--- src/rtl/dig_spi_responder.sv ---
`default_nettype none
// ============================================================================
// dig_spi_responder : serial (sen/sclk/sdata) register slave with readback
// Rev 1.0
// ============================================================================
module dig_spi_responder #(
   parameter int N_REGS      = 8,
   parameter int SYNC_STAGES = 2
) (
   input  logic                  clk,
   input  logic                  rst,
   input  logic                  sen,
   input  logic                  sclk,
   input  logic                  sdata,
   output logic                  sdout,
   output logic [8*N_REGS-1:0]   reg_q,
   output logic                  wr_stb,
   output logic [6:0]            wr_addr,
   output logic [7:0]            wr_data,
   output logic                  frame_err
);

   typedef enum logic [1:0] {
      ST_IDLE  = 2'd0,
      ST_SHIFT = 2'd1,
      ST_HOLD  = 2'd2
   } state_t;

   state_t r_state;
   state_t w_state_nxt;

   logic [SYNC_STAGES-1:0] r_sen_sync;
   logic [SYNC_STAGES-1:0] r_sclk_sync;
   logic [SYNC_STAGES-1:0] r_sdata_sync;
   logic                   r_sen_d;
   logic                   r_sclk_d;

   logic                   w_sen;
   logic                   w_sclk;
   logic                   w_sdata;
   logic                   w_sen_fall;
   logic                   w_sen_rise;
   logic                   w_sclk_rise;
   logic                   w_sclk_fall;
   logic                   w_sclk_samp;

   logic [4:0]             r_bit_cnt;
   logic [14:0]            r_shift_in;
   logic [7:0]             r_out_sh;
   logic                   r_rd_act;
   logic [8*N_REGS-1:0]    r_reg_q;
   logic                   r_wr_stb;
   logic [6:0]             r_wr_addr;
   logic [7:0]             r_wr_data;
   logic                   r_frame_err;

   logic                   w_start;
   logic                   w_sample;
   logic                   w_hdr_done;
   logic                   w_last;
   logic                   w_abort;
   logic                   w_overlong;
   logic                   w_out_shift;
   logic                   w_enter_idle;
   logic [15:0]            w_word;
   logic                   w_hdr_rd;
   logic [6:0]             w_hdr_addr;
   logic [7:0]             w_rd_byte;
   logic                   w_wr_accept;
   logic                   w_soft_rst;

   // Pin synchronizers; reset values match the idle pin levels
   always_ff @(posedge clk or posedge rst) begin
      if (rst) begin
         r_sen_sync   <= '1;
         r_sclk_sync  <= '1;
         r_sdata_sync <= '0;
         r_sen_d      <= 1'b1;
         r_sclk_d     <= 1'b1;
      end else begin
         r_sen_sync   <= {r_sen_sync[SYNC_STAGES-2:0], sen};
         r_sclk_sync  <= {r_sclk_sync[SYNC_STAGES-2:0], sclk};
         r_sdata_sync <= {r_sdata_sync[SYNC_STAGES-2:0], sdata};
         r_sen_d      <= w_sen;
         r_sclk_d     <= w_sclk;
      end
   end

   assign w_sen       = r_sen_sync[SYNC_STAGES-1];
   assign w_sclk      = r_sclk_sync[SYNC_STAGES-1];
   assign w_sdata     = r_sdata_sync[SYNC_STAGES-1];
   assign w_sen_fall  = r_sen_d & ~w_sen;
   assign w_sen_rise  = ~r_sen_d & w_sen;
   assign w_sclk_rise = ~r_sclk_d & w_sclk;
   assign w_sclk_fall = r_sclk_d & ~w_sclk;
   assign w_sclk_samp = w_sclk_rise & ~w_sen;

   always_ff @(posedge clk or posedge rst) begin
      if (rst) begin
         r_state <= ST_IDLE;
      end else begin
         r_state <= w_state_nxt;
      end
   end

   always_comb begin
      w_state_nxt = r_state;
      w_start     = 1'b0;
      w_sample    = 1'b0;
      w_hdr_done  = 1'b0;
      w_last      = 1'b0;
      w_abort     = 1'b0;
      w_overlong  = 1'b0;
      w_out_shift = 1'b0;
      case (r_state)
         ST_IDLE: begin
            if (w_sen_fall) begin
               w_state_nxt = ST_SHIFT;
               w_start     = 1'b1;
            end
         end
         ST_SHIFT: begin
            if (w_sen_rise) begin
               w_state_nxt = ST_IDLE;
               w_abort     = 1'b1;
            end else begin
               if (w_sclk_samp) begin
                  w_sample = 1'b1;
                  if (r_bit_cnt == 5'd7) begin
                     w_hdr_done = 1'b1;
                  end
                  if (r_bit_cnt == 5'd15) begin
                     w_last      = 1'b1;
                     w_state_nxt = ST_HOLD;
                  end
               end
               // The falling edge right after the load must not shift, so that bit7 is seen at rising edge 9
               if (w_sclk_fall && r_rd_act && (r_bit_cnt > 5'd8)) begin
                  w_out_shift = 1'b1;
               end
            end
         end
         ST_HOLD: begin
            if (w_sen_rise) begin
               w_state_nxt = ST_IDLE;
            end else if (w_sclk_samp) begin
               w_overlong = 1'b1;
            end
         end
         default: begin
            w_state_nxt = ST_IDLE;
         end
      endcase
   end

   assign w_enter_idle = (r_state != ST_IDLE) && (w_state_nxt == ST_IDLE);
   assign w_word       = {r_shift_in, w_sdata};
   assign w_hdr_rd     = r_shift_in[6];
   assign w_hdr_addr   = {r_shift_in[5:0], w_sdata};
   assign w_wr_accept  = w_last & ~w_word[15];
   assign w_soft_rst   = (w_word[14:8] == 7'd0) & w_word[0];

   // Unimplemented addresses fall through to 8'h00
   always_comb begin
      w_rd_byte = 8'h00;
      for (int i = 0; i < N_REGS; i++) begin
         if (w_hdr_addr == 7'(i)) begin
            w_rd_byte = r_reg_q[8*i +: 8];
         end
      end
   end

   always_ff @(posedge clk or posedge rst) begin
      if (rst) begin
         r_bit_cnt   <= '0;
         r_shift_in  <= '0;
         r_out_sh    <= '0;
         r_rd_act    <= 1'b0;
         r_reg_q     <= '0;
         r_wr_stb    <= 1'b0;
         r_wr_addr   <= '0;
         r_wr_data   <= '0;
         r_frame_err <= 1'b0;
      end else begin
         r_wr_stb    <= 1'b0;
         r_frame_err <= 1'b0;
         if (w_start) begin
            r_bit_cnt  <= '0;
            r_shift_in <= '0;
            r_out_sh   <= '0;
            r_rd_act   <= 1'b0;
         end
         if (w_sample) begin
            r_bit_cnt  <= r_bit_cnt + 5'd1;
            r_shift_in <= w_word[14:0];
         end
         if (w_hdr_done && w_hdr_rd) begin
            r_out_sh <= w_rd_byte;
            r_rd_act <= 1'b1;
         end
         if (w_out_shift) begin
            r_out_sh <= {r_out_sh[6:0], 1'b0};
         end
         if (w_wr_accept) begin
            r_wr_stb  <= 1'b1;
            r_wr_addr <= w_word[14:8];
            r_wr_data <= w_word[7:0];
            if (w_soft_rst) begin
               r_reg_q <= '0;
            end else begin
               for (int i = 0; i < N_REGS; i++) begin
                  if (w_word[14:8] == 7'(i)) begin
                     r_reg_q[8*i +: 8] <= w_word[7:0];
                  end
               end
            end
         end
         if (w_abort || w_overlong) begin
            r_frame_err <= 1'b1;
         end
         if (w_enter_idle) begin
            r_rd_act <= 1'b0;
            r_out_sh <= '0;
         end
      end
   end

   assign sdout     = r_rd_act & r_out_sh[7];
   assign reg_q     = r_reg_q;
   assign wr_stb    = r_wr_stb;
   assign wr_addr   = r_wr_addr;
   assign wr_data   = r_wr_data;
   assign frame_err = r_frame_err;

endmodule
`default_nettype wire

--- config.mk ---
export PLATFORM = sky130hd
export DESIGN_NAME = dig_spi_responder
export DESIGN_NICKNAME = d
export VERILOG_FILES = /design/src/rtl/dig_spi_responder.sv
export SDC_FILE = /design/constraint.sdc
export NUM_CORES = 1
export LEC_CHECK = 0
export BUFFER_PORTS_ARGS = -buffer_cell sky130_fd_sc_hd__clkbuf_2
export CORE_AREA = 2 2 104 106
export CTS_CLUSTER_SIZE = 20
export DETAILED_ROUTE_END_ITERATION = 8
export DIE_AREA = 0 0 106 108
export PLACE_DENSITY = 0.79
export SLEW_MARGIN = 0
export SYNTH_ARGS = -nofsm -noshare
export SYNTH_HDL_FRONTEND = slang
export SYNTH_SLANG_ARGS = --single-unit
export TNS_END_PERCENT = 100
--- constraint.sdc ---
create_clock -name clk -period 10.95 [get_ports clk]
set_input_delay 1.6425 -clock clk [delete_from_list [all_inputs] [get_ports clk]]
set_output_delay 1.6425 -clock clk [all_outputs]
set_load 0.02 [all_outputs]
==> summary.md <==
| Metric | Value |
|---|---|
| Post-cts hold buffer count | `0` |
| # setup viols final | `0` |
| Die H | `108 um` |
| Clock buffer depth | `2` |
| Post-synth ARST share | `100%` |
| DPL Wire Length | `8.55 mm` |
| Die Area | `11,400 um^2` |
| Finished Cell Area | `6600 um^2` |
| Seq cells post-synth | `120` |
| # rows | `37` |
| Hold_ws | `0.356 ns` |
| Tot Pwr | `1.06 mW` |
| Worst endpoint data arrival time | `3.44 ns` |
| ANT cells | `0` |
| Clk_lat worst skew | `0.52 ns` |
| Pwr dens | `161 nW/um^2` |
| Drt pass-1 iters | `7` |
| Fmax | `roughly 330 MHz` |
| RSZ-0062 raised after global routing | `no` |
| First-pass GRT wire length | `20.8 mm` |
| Worst VDD drop | `127 uV` |
| Area of the multi-input gates | `approximately 2300 um^2` |
| Routed vias | `roughly 3,900` |
| GPL Wtd Cong | `0.825` |
| Post-layout util | `64.5%` |
| Pins over their slew limit | `0` |
| Core area | `approximately 10,000 um^2` |
| Netlist cell types | `54` |
| Root Buffer | `clkbuf_8` |
| R2R setup slack | `7.89 ns` |
| Min Clock Period, post-route | `between 3 and 4 ns` |
| Nets@finish | `529` |
| Relative slew slack | `21.6%` |
| Final wirelength | `13.0 mm` |
| IO Port Bufs | `86` |
| Starting Density | `53.7%` |
| DRC Markers | `0` |
| CP max stage cell | `or3_1` |
| CTS resizes | `0` |
| Leakage power | `around 3.4 nW` |
| WL/cell | `between 15 and 20 um` |
| YS warnings | `0` |
| Crit path required time | `11.33 ns` |
| Crit-path max FO | `19` |
| Vias per cell | `5.83` |
| WS Path Type | `flip-flop to flip-flop` |
| DR iter-0 viols | `304` |
| Post-CTS setup buffers | `0` |
| Synthesized area per cell | `12.5 um^2` |
| Crit path cell chain | `ha_1 > and3_1 > ha_1 > and4bb_1 > nand2_1 > or2_1 > inv_6 > nand2_1 > or3_1 > mux2_4` |
| Clock sink total | `120` |
| Commonest non-fill, non-tap cell in the layout | `dfrtp_1` |
| Status | `complete, no violations` |
| Top_reg_cell synth | `dfrtp_1` |
| Gr usage total | `approximately a quarter` |
| Antenna Violating Nets Remaining | `0` |
| Mapped Cells | `439` |
| Clock transition at path regs | `0.06 ns` |
| Post-DP Area | `around 6000 um^2` |
| IO Count | `87` |
| Fin. Hold Viols | `0` |
| Worst setup EP type | `flip-flop` |
| Max Cap Viol | `0` |
| Worst Clk Skew | `approximately 0.015 ns` |
| Largest net degree at the start of global routing | `64` |
| Width of the die | `106 um` |
| Layout cells sized above 1 | `42.1%` |
| Storage cell area | `~3000 um^2` |
| H-Tree Level Count | `4` |
| Vias in the first global route | `3,942` |
| Syn Nets | `447` |
| Initial antenna violation count | `0` |
| Most frequent cells in the layout | `dfrtp_1 (114), clkbuf_2 (86), mux2_2 (69)` |
| Mapped cell area | `5500 um^2` |
| TNS Setup | `0 ns` |
| Final period util | `27.9%` |
| Total CTS buffers | `17` |
| Slowest cell delay on critical path | `0.63 ns` |
| Congestion Overflow GR | `0` |
| Hold WC Path Type | `flip-flop to flip-flop` |
| FILL cells | `just under 800` |
| Register area share after synthesis | `54.8%` |
| CTS tree | `done` |
| Post-synth EDFFs | `0` |
| Synth-to-Final Area Change | `20.1%` |
| Slew @ Worst Pin | `1.17 ns` |
| Startpoint Class | `flip-flop` |
flip-flops by register name (all words and copies together) (netlist names), 2 cells and up:
register and count:
r_sdata_sync 2, reg_q 64, wr_data 8, r_bit_cnt 5
r_state 2, r_sen_sync 2, r_shift_in 15, wr_addr 7
r_out_sh 8, r_sclk_sync 2
final timing paths:
path                       cells after the start                startpoint                 endpoint
min in group asynchronous                      2                       rst    reg_q[28]$_DFFE_PP0P_
min                                            0   r_sen_sync[0]$_DFF_PP1_  r_sen_sync[1]$_DFF_PP1_
min reg2reg                                    0   r_sen_sync[0]$_DFF_PP1_  r_sen_sync[1]$_DFF_PP1_
max reg2reg                                   10  r_bit_cnt[0]$_DFFE_PP0P_    reg_q[54]$_DFFE_PP0P_
max in group asynchronous                      3                       rst    reg_q[56]$_DFFE_PP0P_
max                                           10  r_bit_cnt[0]$_DFFE_PP0P_    reg_q[54]$_DFFE_PP0P_
cell usage after synthesis (4+ instances only):
library cell / count / area share [%]
dfrtp_1: 114 / 52
mux2_2: 69 / 14
nand2_1: 43 / 2.9
nand3_1: 22 / 2.0
clkbuf_1: 21 / 1.4
mux2_4: 16 / 4.4
nor2_1: 15 / 1.0
nor2b_1: 13 / 1.5
o21ai_0: 13 / 1.2
inv_1: 11 / 0.75
nand2b_1: 8 / 0.91
a211oi_1: 6 / 0.82
a221o_1: 6 / 1.1
dfstp_2: 6 / 2.9
o221ai_1: 6 / 0.96
a2111oi_0: 5 / 0.80
o2111a_1: 5 / 1.0
o21a_1: 5 / 0.68
a21oi_1: 4 / 0.36
through the flow:
stage | worst slack [ns] | std cells
4_1_cts | 7.90 | 670
3_3_place_gp | 7.92 | 638
5_1_grt | 7.76 | 670
3_5_place_dp | 7.89 | 638
2_1_floorplan | 6.13 | 439
6_report | 7.89 | 670
logic make-up (layout without fill, tap and decap cells):
| group | Yosys count | after routing | share of synthesized area [%] |
|---|---|---|---|
| mux | 90 | 90 | 20.1 |
| simple gates | 124 | 124 | 12.1 |
| buf+inv | 38 | 133 | 3.14 |
| xor+xnor | 1 | 1 | 0.159 |
| fa+ha+maj | 4 | 4 | 0.865 |
| flops | 120 | 120 | 54.8 |
| compound gates | 62 | 62 | 8.83 |
critical path: cells and delay by family, from the launching register on:
kind / cells / cell delay, ns
fa+ha+maj: 2 / 0.37
mux: 1 / 0.40
flops: 1 / 0.40
buf+inv: 1 / 0.21
simple gates: 6 / 1.56
power by group:
group          internal (mW)  switching, mW
Combinational         0.0131         0.0326
Clock                  0.354          0.203
Sequential             0.450        0.00787
Total                  0.816          0.244
layout make-up:
| cell class | instances | area share, % |
|---|---|---|
| multi-input cells | 281 | 35.1 |
| repair buffers | 89 | 6.86 |
| clock buffers | 18 | 6.48 |
| well taps | 136 | 2.58 |
| inverters | 12 | 0.796 |
| flip-flops and latches | 120 | 45.6 |
| clock inverters | 14 | 2.62 |
per-layer routing:
| metal | track usage (%) | share of wire [%] |
|---|---|---|
| met5 | 0 | 0 |
| met3 | 5.30 | 5.3 |
| met2 | 39.0 | 50 |
| met1 | 31.9 | 43 |
| met4 | 8.36 | 2.0 |
Power figures use the tool's default switching activity.
